[src/rtl/cache_arbiter_pkg.sv]
// Shared types and default widths for the cache arbiter slice.
// Tie-break policy is selected in cache_arbiter_grant by ARB_ROUND_ROBIN_EN.
package cache_arb_types;

  localparam int ADDR_WIDTH_DEF = 32;
  localparam int LINE_WIDTH_DEF = 256;

  typedef enum logic [1:0] {
    IDLE,
    SERVE_I,
    SERVE_D
  } state_e;

  typedef enum logic {
    OWNER_I,
    OWNER_D
  } owner_e;

  // The cache that did not just win, used to advance the round-robin pointer.
  function automatic owner_e other_owner(input owner_e owner);
    return (owner == OWNER_I) ? OWNER_D : OWNER_I;
  endfunction

endpackage

[src/rtl/cache_arbiter_if.sv]
// Bundle of the icache, dcache and adaptor physical-memory signals.
// slave: the arbiter's view. master: the caches plus adaptor around it.
interface cache_arbiter_if
  import cache_arb_types::*;
#(
  parameter int ADDR_WIDTH = ADDR_WIDTH_DEF,
  parameter int LINE_WIDTH = LINE_WIDTH_DEF
);

  logic                  icache_pmem_read;
  logic [ADDR_WIDTH-1:0] icache_pmem_address;
  logic [LINE_WIDTH-1:0] icache_pmem_rdata;
  logic                  icache_pmem_resp;

  logic                  dcache_pmem_read;
  logic                  dcache_pmem_write;
  logic [ADDR_WIDTH-1:0] dcache_pmem_address;
  logic [LINE_WIDTH-1:0] dcache_pmem_wdata;
  logic [LINE_WIDTH-1:0] dcache_pmem_rdata;
  logic                  dcache_pmem_resp;

  logic                  mem_read;
  logic                  mem_write;
  logic [ADDR_WIDTH-1:0] mem_address;
  logic [LINE_WIDTH-1:0] mem_wdata;
  logic [LINE_WIDTH-1:0] mem_rdata;
  logic                  mem_resp;

  modport slave (
    input  icache_pmem_read, icache_pmem_address,
    output icache_pmem_rdata, icache_pmem_resp,
    input  dcache_pmem_read, dcache_pmem_write, dcache_pmem_address, dcache_pmem_wdata,
    output dcache_pmem_rdata, dcache_pmem_resp,
    output mem_read, mem_write, mem_address, mem_wdata,
    input  mem_rdata, mem_resp
  );

  modport master (
    output icache_pmem_read, icache_pmem_address,
    input  icache_pmem_rdata, icache_pmem_resp,
    output dcache_pmem_read, dcache_pmem_write, dcache_pmem_address, dcache_pmem_wdata,
    input  dcache_pmem_rdata, dcache_pmem_resp,
    input  mem_read, mem_write, mem_address, mem_wdata,
    output mem_rdata, mem_resp
  );

endinterface

[src/rtl/cache_arbiter_grant.sv]
// Combinational winner select between the icache and dcache.
// ARB_ROUND_ROBIN_EN defined: ties go to the cache named by rr_ptr.
// ARB_ROUND_ROBIN_EN undefined: ties always go to the dcache.
module cache_arbiter_grant
  import cache_arb_types::*;
(
  input  logic   pend_i,
  input  logic   pend_d,
`ifdef ARB_ROUND_ROBIN_EN
  input  owner_e rr_ptr,
`endif
  output logic   grant,
  output owner_e winner
);

  // Pick a winner whenever at least one cache is asking.
  always_comb begin
    // NOTE: every output gets a default first so no path leaves it unassigned and no latch is inferred.
    grant  = pend_i | pend_d;
    winner = OWNER_D;
    if (pend_i && pend_d) begin
`ifdef ARB_ROUND_ROBIN_EN
      winner = rr_ptr;
`else
      // dcache misses and writebacks stall the pipeline longer, so they win ties.
      winner = OWNER_D;
`endif
    end else if (pend_i) begin
      winner = OWNER_I;
    end
  end

endmodule

[src/rtl/cache_arbiter.sv]
// Merges icache and dcache line requests onto one adaptor port.
// One request is latched and held until mem_resp; the resp pulse goes only
// to the granted cache. ARB_ROUND_ROBIN_EN adds a round-robin tie pointer.
module cache_arbiter
  import cache_arb_types::*;
#(
  parameter int ADDR_WIDTH = ADDR_WIDTH_DEF,
  parameter int LINE_WIDTH = LINE_WIDTH_DEF
) (
  input  logic            clk,
  input  logic            rst,
  cache_arbiter_if.slave  bus
);

  state_e                state;
  state_e                state_next;
  logic                  pend_i;
  logic                  pend_d;
  logic                  grant;
  owner_e                winner;
  logic                  take;

  logic                  req_read;
  logic                  req_write;
  logic [ADDR_WIDTH-1:0] req_addr;
  logic [LINE_WIDTH-1:0] req_wdata;

  assign pend_i = bus.icache_pmem_read;
  assign pend_d = bus.dcache_pmem_read | bus.dcache_pmem_write;
  assign take   = (state == IDLE) && grant;

  // Read data is broadcast; each cache qualifies it with its own resp.
  assign bus.icache_pmem_rdata = bus.mem_rdata;
  assign bus.dcache_pmem_rdata = bus.mem_rdata;

`ifdef ARB_ROUND_ROBIN_EN
  owner_e rr_ptr;

  // Round-robin pointer: after each grant the other cache owns the next tie.
  always_ff @(posedge clk) begin
    if (rst) begin
      rr_ptr <= OWNER_I;
    end else if (take) begin
      rr_ptr <= other_owner(winner);
    end
  end
`endif

  cache_arbiter_grant u_grant (
    .pend_i (pend_i),
    .pend_d (pend_d),
`ifdef ARB_ROUND_ROBIN_EN
    .rr_ptr (rr_ptr),
`endif
    .grant  (grant),
    .winner (winner)
  );

  // State register.
  always_ff @(posedge clk) begin
    // NOTE: sequential state uses non-blocking assignments so every flop samples pre-edge values.
    if (rst) begin
      state <= IDLE;
    end else begin
      state <= state_next;
    end
  end

  // Next-state logic: grant from IDLE, return to IDLE on mem_resp.
  always_comb begin
    state_next = state;
    unique case (state)
      IDLE:    if (grant) state_next = (winner == OWNER_I) ? SERVE_I : SERVE_D;
      SERVE_I: if (bus.mem_resp) state_next = IDLE;
      SERVE_D: if (bus.mem_resp) state_next = IDLE;
      default: state_next = IDLE;
    endcase
  end

  // Request registers: capture the winner's op, address and line at the grant edge.
  always_ff @(posedge clk) begin
    // NOTE: these wide datapath registers are reset only because mem_address/mem_wdata must read 0 after reset.
    if (rst) begin
      req_read  <= 1'b0;
      req_write <= 1'b0;
      req_addr  <= '0;
      req_wdata <= '0;
    end else if (take) begin
      if (winner == OWNER_I) begin
        req_read  <= 1'b1;
        req_write <= 1'b0;
        req_addr  <= bus.icache_pmem_address;
        req_wdata <= '0;
      end else begin
        // A simultaneous read+write from the dcache is treated as a write.
        req_read  <= bus.dcache_pmem_read & ~bus.dcache_pmem_write;
        req_write <= bus.dcache_pmem_write;
        req_addr  <= bus.dcache_pmem_address;
        req_wdata <= bus.dcache_pmem_wdata;
      end
    end
  end

  // Outputs: hold the latched request while serving; route mem_resp to the owner.
  always_comb begin
    bus.mem_read         = 1'b0;
    bus.mem_write        = 1'b0;
    bus.mem_address      = req_addr;
    bus.mem_wdata        = req_wdata;
    bus.icache_pmem_resp = 1'b0;
    bus.dcache_pmem_resp = 1'b0;
    unique case (state)
      SERVE_I: begin
        bus.mem_read         = req_read;
        bus.mem_write        = req_write;
        bus.icache_pmem_resp = bus.mem_resp & ~rst;
      end
      SERVE_D: begin
        bus.mem_read         = req_read;
        bus.mem_write        = req_write;
        bus.dcache_pmem_resp = bus.mem_resp & ~rst;
      end
      default: ;
    endcase
  end

endmodule

[src/flat_wrapper.sv]
// flat-port wrapper written by rule: the top's interface ports become plain ports
module cache_arbiter_flat import cache_arb_types::*;
#(
  parameter int ADDR_WIDTH = ADDR_WIDTH_DEF,
  parameter int LINE_WIDTH = LINE_WIDTH_DEF
)
  (clk, rst, bus_icache_pmem_read, bus_icache_pmem_address, bus_icache_pmem_rdata, bus_icache_pmem_resp, bus_dcache_pmem_read, bus_dcache_pmem_write, bus_dcache_pmem_address, bus_dcache_pmem_wdata, bus_dcache_pmem_rdata, bus_dcache_pmem_resp, bus_mem_read, bus_mem_write, bus_mem_address, bus_mem_wdata, bus_mem_rdata, bus_mem_resp);
  cache_arbiter_if #(.ADDR_WIDTH(ADDR_WIDTH), .LINE_WIDTH(LINE_WIDTH)) bus_i ();
  input  logic clk;
  input  logic rst;
  input wire logic [$bits(bus_i.icache_pmem_read)-1:0] bus_icache_pmem_read;
  input wire logic [$bits(bus_i.icache_pmem_address)-1:0] bus_icache_pmem_address;
  output wire logic [$bits(bus_i.icache_pmem_rdata)-1:0] bus_icache_pmem_rdata;
  output wire logic [$bits(bus_i.icache_pmem_resp)-1:0] bus_icache_pmem_resp;
  input wire logic [$bits(bus_i.dcache_pmem_read)-1:0] bus_dcache_pmem_read;
  input wire logic [$bits(bus_i.dcache_pmem_write)-1:0] bus_dcache_pmem_write;
  input wire logic [$bits(bus_i.dcache_pmem_address)-1:0] bus_dcache_pmem_address;
  input wire logic [$bits(bus_i.dcache_pmem_wdata)-1:0] bus_dcache_pmem_wdata;
  output wire logic [$bits(bus_i.dcache_pmem_rdata)-1:0] bus_dcache_pmem_rdata;
  output wire logic [$bits(bus_i.dcache_pmem_resp)-1:0] bus_dcache_pmem_resp;
  output wire logic [$bits(bus_i.mem_read)-1:0] bus_mem_read;
  output wire logic [$bits(bus_i.mem_write)-1:0] bus_mem_write;
  output wire logic [$bits(bus_i.mem_address)-1:0] bus_mem_address;
  output wire logic [$bits(bus_i.mem_wdata)-1:0] bus_mem_wdata;
  input wire logic [$bits(bus_i.mem_rdata)-1:0] bus_mem_rdata;
  input wire logic [$bits(bus_i.mem_resp)-1:0] bus_mem_resp;
  assign bus_i.icache_pmem_read = bus_icache_pmem_read;
  assign bus_i.icache_pmem_address = bus_icache_pmem_address;
  assign bus_icache_pmem_rdata = bus_i.icache_pmem_rdata;
  assign bus_icache_pmem_resp = bus_i.icache_pmem_resp;
  assign bus_i.dcache_pmem_read = bus_dcache_pmem_read;
  assign bus_i.dcache_pmem_write = bus_dcache_pmem_write;
  assign bus_i.dcache_pmem_address = bus_dcache_pmem_address;
  assign bus_i.dcache_pmem_wdata = bus_dcache_pmem_wdata;
  assign bus_dcache_pmem_rdata = bus_i.dcache_pmem_rdata;
  assign bus_dcache_pmem_resp = bus_i.dcache_pmem_resp;
  assign bus_mem_read = bus_i.mem_read;
  assign bus_mem_write = bus_i.mem_write;
  assign bus_mem_address = bus_i.mem_address;
  assign bus_mem_wdata = bus_i.mem_wdata;
  assign bus_i.mem_rdata = bus_mem_rdata;
  assign bus_i.mem_resp = bus_mem_resp;
  cache_arbiter #(.ADDR_WIDTH(ADDR_WIDTH), .LINE_WIDTH(LINE_WIDTH)) u_core (.clk(clk), .rst(rst), .bus(bus_i));
endmodule
[config.mk]
export PLATFORM = sky130hd
export DESIGN_NAME = cache_arbiter_flat
export DESIGN_NICKNAME = d
export VERILOG_FILES = /design/src/rtl/cache_arbiter_pkg.sv /design/src/rtl/cache_arbiter_if.sv /design/src/rtl/cache_arbiter_grant.sv /design/src/rtl/cache_arbiter.sv /design/src/flat_wrapper.sv
export SDC_FILE = /design/constraint.sdc
export NUM_CORES = 1
export LEC_CHECK = 0
export BUFFER_PORTS_ARGS = -buffer_cell sky130_fd_sc_hd__buf_2
export CORE_AREA = 2 2 542 544
export CTS_CLUSTER_SIZE = 24
export DETAILED_ROUTE_END_ITERATION = 10
export DIE_AREA = 0 0 544 546
export PLACE_DENSITY = 0.3
export SETUP_SLACK_MARGIN = 0.3
export SKIP_LAST_GASP = 1
export SLEW_MARGIN = 40
export SYNTH_ARGS = -nofsm -noshare
export SYNTH_HDL_FRONTEND = slang
export SYNTH_SLANG_ARGS = --single-unit
[constraint.sdc]
create_clock -name clk -period 1.43 [get_ports clk]
set_input_delay 0.286 -clock clk [delete_from_list [all_inputs] [get_ports clk]]
set_output_delay 0.286 -clock clk [all_outputs]
set_load 0.01 [all_outputs]
==> results of run 1 <==
==> sequential cells by signal (all words and copies together), names as in the netlist <==
signal                  flops
u_core.state                2
u_core.bus.mem_wdata      256
u_core.req_write            1
u_core.req_read             1
u_core.bus.mem_address     32
==> cell usage after synthesis (2+ instances only) <==
| library cell | count |
|---|---|
| a21oi_1 | 2 |
| a22o_1 | 256 |
| and2_1 | 2 |
| and3b_1 | 2 |
| buf_2 | 32 |
| buf_4 | 512 |
| buf_6 | 27 |
| clkbuf_1 | 12 |
| dfxtp_1 | 292 |
| ha_1 | 3 |
| inv_1 | 4 |
| nor2_1 | 99 |
| nor4_1 | 32 |
==> cell type report <==
type / instances / area [sq um]
Fill cell: 33540 / 263000
Timing Repair Buffer: 1267 / 13100
Clock inverter: 17 / 214.0
Antenna cell: 8 / 20.02
Inverter: 4 / 15.01
Tap cell: 3919 / 4903
Multi-Input combinational cell: 408 / 3362
Clock buffer: 58 / 1180
Sequential cell: 292 / 6264
==> per-stage QoR <==
stage | util, % | TNS (ns) | instances | cell area [sq um]
2_1_floorplan | - | 0 | 1287 | 13430
3_3_place_gp | 5.989 | -112.71 | 5282 | 17490
3_5_place_dp | 5.989 | -108.54 | 5282 | 17490
4_1_cts | 9.654 | -121.43 | 5916 | 28200
5_1_grt | 9.946 | -136.05 | 5969 | 29050
6_report | 9.950 | -115.39 | 5973 | 29060
==> worst min path at each step <==
stage | slack (ns) | cells past startpoint | to | start
after global routing | 0.08 | 3 | u_core.req_write$_SDFFE_PP0P_ | bus_dcache_pmem_write
final | 0.07 | 3 | u_core.req_write$_SDFFE_PP0P_ | bus_dcache_pmem_write
after floorplan | 0.40 | 1 | u_core.req_read$_SDFFE_PP0P_ | bus_dcache_pmem_write
after CTS | 0.02 | 3 | u_core.req_write$_SDFFE_PP0P_ | bus_dcache_pmem_write
after global placement | 0.45 | 1 | u_core.bus.mem_wdata[222]$_SDFFE_PP0P_ | u_core.bus.mem_wdata[222]$_SDFFE_PP0P_
after detailed placement | 0.45 | 1 | u_core.bus.mem_wdata[152]$_SDFFE_PP0P_ | u_core.bus.mem_wdata[152]$_SDFFE_PP0P_
==> kinds of logic after synthesis <==
group / share of synthesized area, %
buf+inv: 33.09
flops: 44.28
compound gates: 17.48
simple gates: 4.872
fa+ha+maj: 0.2844
==> metal layers <==
layer	share of wire (%)	track usage, %	vias up
li1	-	-	5437
met1	27	7.657	5921
met2	45	16.57	1290
met3	23	11.19	324
met4	4.6	3.904	6
met5	0.14	0.5357	-
==> report_power, final <==
group	total (mW)	internal, mW	switching, mW	leakage (nW)
registers	10.5	9.55	0.975	2.52
logic	13.9	7.71	6.16	8.17
clock network	10.8	6.21	4.60	0.684
==> worst max-delay path, cell delays in order, from the launching register on <==
cell,delay [ns]
dfxtp_2,0.32
inv_2,0.08
ha_4,0.15
buf_6,0.10
o31a_4,0.16
nor2_4,0.05
buf_12,0.14
buf_12,0.14
buf_16,0.15
buf_12,0.14
buf_16,0.14
a22o_1,0.19
==> repair_timing <==
action,in CTS,in global routing
gates cloned,47,9
resized for setup,1020,84
pin swaps,38,9
hold buffers,322,0
endpoints found under the setup margin,584,584
endpoints found under the hold margin,291,0
buffers inserted,190,40
==> impl_metrics.yaml, run 1 <==
run_status:
  status: "finished with violations"
  violations: "negative setup slack"
timing:
  rsz0062_at_grt: "true"
  worstMarginPinSlew_ns: 0.4608
  finalSetupViolCount: 338
  max_slew_margin_pct: 69.28
  fin_ws_ns: -0.4695
  min_period_ns: 1.900
  slew_violations: 0
  hold_violations: 0
  finalCritPeriodShare_pct: 132.8
  skew_ns: 0.03267
  fin_hold_ws_ns: 0.06731
  fmax_mhz: 526.5
floorplanning:
  die_w_um: 544
  die_area_sq_mm: 0.2970
  initial_core_util_pct: 4.520
  io_pins: 1386
  core_sq_mm: 0.2921
  placementRows: 199
  die_height_um: 546
worst_setup_path:
  reg2reg_depth: 11
  cp-startpoint: "u_core.state[1]$_SDFFE_PP0P_"
  cp-end-kind: "flip-flop"
  worst_ep_required_time_ns: 1.97
  path_max_fanout: 8
  cp_data_arrival_time_ns: 2.44
  worstReg2RegStart: "u_core.state[1]$_SDFFE_PP0P_"
  path_class: "reg2reg"
  r2r_end: "u_core.bus.mem_wdata[44]$_SDFFE_PP0P_"
  start_kind: "flip-flop"
  endpoint: "u_core.bus.mem_wdata[44]$_SDFFE_PP0P_"
  reg2reg_slack_ns: -0.47
power_and_ir_drop:
  power_mw: 35.21
  power_density_mw_per_mm2: 1212
  p_leak_nw: 11.37
  vdd_drop_max_mv: 0.9295
grt:
  antenna_found_initial: 50
  track_usage_pct: 10.24
  grt_start_max_net_pins: 56
  grt_pass1_vias: 13220
  gr-total-overflow: 0
  grt_pass1_wl_um: 186500
detailed_routing:
  dr.pass1.iters: 5
  wl_per_cell_um: 26.89
  drt_first_iter_violations: 654
  wl_um: 160600
  vias: 12980
  via_per_inst: 2.173
  ant_nets: 0
  drc: 0
layout:
  mostFrequentLayoutCell: "buf_2"
  drive_gt1_share_pct: 66.72
  layout_common_cells: "325 x buf_2, 322 x dlygate4sd3_1, 268 x dfxtp_2"
  area_delta_synth_final_pct: 120.1
  fin_nets: 2599
clocking:
  cts-root-buf: "clkbuf_16"
  clk_latency_ns: 0.64
  clkSinkCount: 292
  cts_made_buffers: 41
  clock_path_buffers: 3
  cts-htree-levels: 2
  path_clk_slew_ns: 0.06
  cts_tree: "built"
logic_synthesis:
  syn_inst: 1287
  ys_seq_area_share_pct: 44.28
  syn_nets: 1872
  synth_edf_count: 0
  async_flop_share_pct: 0
  syn_area_per_cell_sq_um: 10.26
  yosysWarnings: 0
  synth.largest_area_cell: "dfxtp_1"
  ys_ff_latch: 292
  synthesis.area_sq_mm: 0.01320
  synth_area_leaders: "dfxtp_1 44%, buf_4 29%, a22o_1 17%"
  synth.top_cell.area_share_pct: 44.28
  ys_types: 25
  synthFlopType: "dfxtp_1"
placed_design:
  io_buffers: 617
  place.gp.congestion: 0.6978
  dp_hpwl_um: 135600
  place_ws_ns: -0.4433
min_path:
  worstHoldPathType: "in2reg"
run:
  cap_viol_max_count: 0
(Power assumes the default switching activity.)
==> run 2: changes to the inputs <==
==> constraint.sdc (replaced) <==
create_clock -name clk -period 1.6 [get_ports clk]
set_input_delay 0.24 -clock clk [delete_from_list [all_inputs] [get_ports clk]]
set_output_delay 0.24 -clock clk [all_outputs]
set_load 0.01 [all_outputs]
==> run 2 against run 1 <==
Compared with the run above: the run still ends with negative setup slack left; die area unchanged; critical path depth unchanged; critical path type unchanged; clock power decreased by 11%; core utilization decreased by 0.75 points; worst hold slack got worse by 0.0052 ns; worst setup slack improved by 0.18 ns.
==> impl_metrics.yaml, run 2 (same netlist as run 1, synthesis figures left out) <==
run_status:
  status: "finished with violations"
  violations: "negative setup slack"
timing:
  worstMarginPinSlew_ns: 0.4224
  fmax_mhz: 529.0
  fin_ws_ns: -0.2905
  rsz0062_at_grt: "true"
  hold_violations: 0
  max_slew_margin_pct: 71.84
  skew_ns: 0.04214
  slew_violations: 0
  finalCritPeriodShare_pct: 118.2
  finalSetupViolCount: 263
  min_period_ns: 1.890
clocking:
  path_clk_slew_ns: 0.06
  cts_tree: "built"
  cts_made_buffers: 41
  clock_path_buffers: 3
  cts-htree-levels: 2
  clkSinkCount: 292
  cts-root-buf: "clkbuf_16"
  clk_latency_ns: 0.63
placed_design:
  place.gp.congestion: 0.7657
  place_ws_ns: -0.06773
  dp_hpwl_um: 118000
  io_buffers: 617
  dp.cells: 5299
layout:
  fin_nets: 2506
  mostFrequentLayoutCell: "buf_2"
  fill_cells: 33710
  multi_input_area_sq_mm: 0.003446
  area_delta_synth_final_pct: 103.6
  final_util_pct: 9.202
  drive_gt1_share_pct: 57.23
  largest_register_ffs: 256
  layout_common_cells: "483 x buf_2, 323 x dlygate4sd3_1, 256 x a22o_1"
  seqCellArea_sq_mm: 0.006052
  fin_cells: 5884
worst_setup_path:
  path_max_fanout: 8
  cp-end-kind: "flip-flop"
  reg2reg_slack_ns: -0.29
  cp_data_arrival_time_ns: 2.42
  start_kind: "flip-flop"
  reg2reg_depth: 11
  worst_ep_required_time_ns: 2.12
  path_class: "reg2reg"
floorplanning:
  core_sq_mm: 0.2921
  placementRows: 199
  die_w_um: 544
  initial_core_util_pct: 4.520
  die_height_um: 546
  io_pins: 1386
  die_area_sq_mm: 0.2970
detailed_routing:
  vias: 12550
  drc: 0
  wl_um: 140200
  wl_per_cell_um: 23.83
  via_per_inst: 2.133
  ant_nets: 0
  dr.pass1.iters: 5
  drt_first_iter_violations: 744
grt:
  grt_pass1_vias: 12390
  grt_start_max_net_pins: 34
  antenna_found_initial: 54
  grt_pass1_wl_um: 162000
  track_usage_pct: 8.795
  gr-total-overflow: 0
run:
  cap_viol_max_count: 0
min_path:
  worstHoldPathType: "in2reg"
  min_path_cells: 4
power_and_ir_drop:
  p_leak_nw: 10.50
  vdd_drop_max_mv: 0.6961
  power_density_mw_per_mm2: 1085
  internal_power_mw: 19.67
  power.share.sequential_pct: 31.6
  p_sw_mw: 9.502
  power_mw: 29.17
  pwr-share-clk_pct: 32.8
  swShare_pct: 32.58
  combPwrFrac_pct: 35.6
==> run 2: worst max-delay path: stages, from the launching register on <==
cell	delay, ns
dfxtp_2	0.34
inv_2	0.05
ha_4	0.17
o21ai_4	0.08
nor2_4	0.05
buf_12	0.13
buf_12	0.12
buf_16	0.15
buf_16	0.16
buf_12	0.14
buf_16	0.13
a22o_1	0.21
==> run 2: power groups by stage <==
stage	registers [mW]	clock network [mW]	logic, mW
2_1_floorplan	9.40	0	3.37
3_3_place_gp	9.09	0	6.06
3_5_place_dp	9.09	0	6.05
4_1_cts	9.11	9.86	9.21
5_1_grt	9.32	10.1	11.1
6_report	9.22	9.58	10.4
==> run 2: area by class of cell <==
type,count,share of cell area (%)
multi-input combinational,408,12.82
tap,3919,18.24
timing repair buffer,1174,41.14
sequential,292,22.52
antenna,15,0.1397
inverter,4,0.05587
clock buffer,60,4.502
clock inverter,12,0.5773
==> run 2: path summary, 6_finish.rpt <==
path / from / to
setup / recovery: u_core.state[1]$_SDFFE_PP0P_ / u_core.bus.mem_wdata[209]$_SDFFE_PP0P_
hold / removal: bus_dcache_pmem_read / u_core.state[0]$_SDFFE_PP0P_
setup reg to reg: u_core.state[1]$_SDFFE_PP0P_ / u_core.bus.mem_wdata[209]$_SDFFE_PP0P_
hold reg to reg: u_core.bus.mem_wdata[14]$_SDFFE_PP0P_ / u_core.bus.mem_wdata[14]$_SDFFE_PP0P_
==> run 2: metrics by stage <==
| step | cell area, sq um | setup TNS (ns) | hold WS, ns |
|---|---|---|---|
| 6_report | 26880 | -53.02 | 0.06207 |
| 3_3_place_gp | 17470 | -3.638 | 0.4517 |
| 4_1_cts | 24930 | -48.43 | 0.0007518 |
| 2_1_floorplan | 13430 | 0 | 0.3558 |
| 5_1_grt | 26870 | -66.55 | 0.07388 |
| 3_5_place_dp | 17470 | -2.789 | 0.4512 |
==> run 2: per-layer routing <==
| layer | GRT usage, % | share of wire, % | vias up | wire [um] |
|---|---|---|---|---|
| met1 | 6.548 | 27 | 5673 | 37210 |
| met2 | 14.06 | 45 | 1283 | 62640 |
| met3 | 9.707 | 24 | 328 | 33820 |
| li1 | - | - | 5261 | - |
| met4 | 3.699 | 4.5 | 4 | 6349 |
| met5 | 0.3896 | 0.13 | - | 180 |
==> run 2: what timing repair did <==
action                     4_1_cts  5_1_grt
pin swaps                       97       87
setup endpoints to repair      581      582
hold buffers                   323        0
cloned                          29       18
buffers inserted                80       48
resized for setup              414      368
hold endpoints to repair       292        0
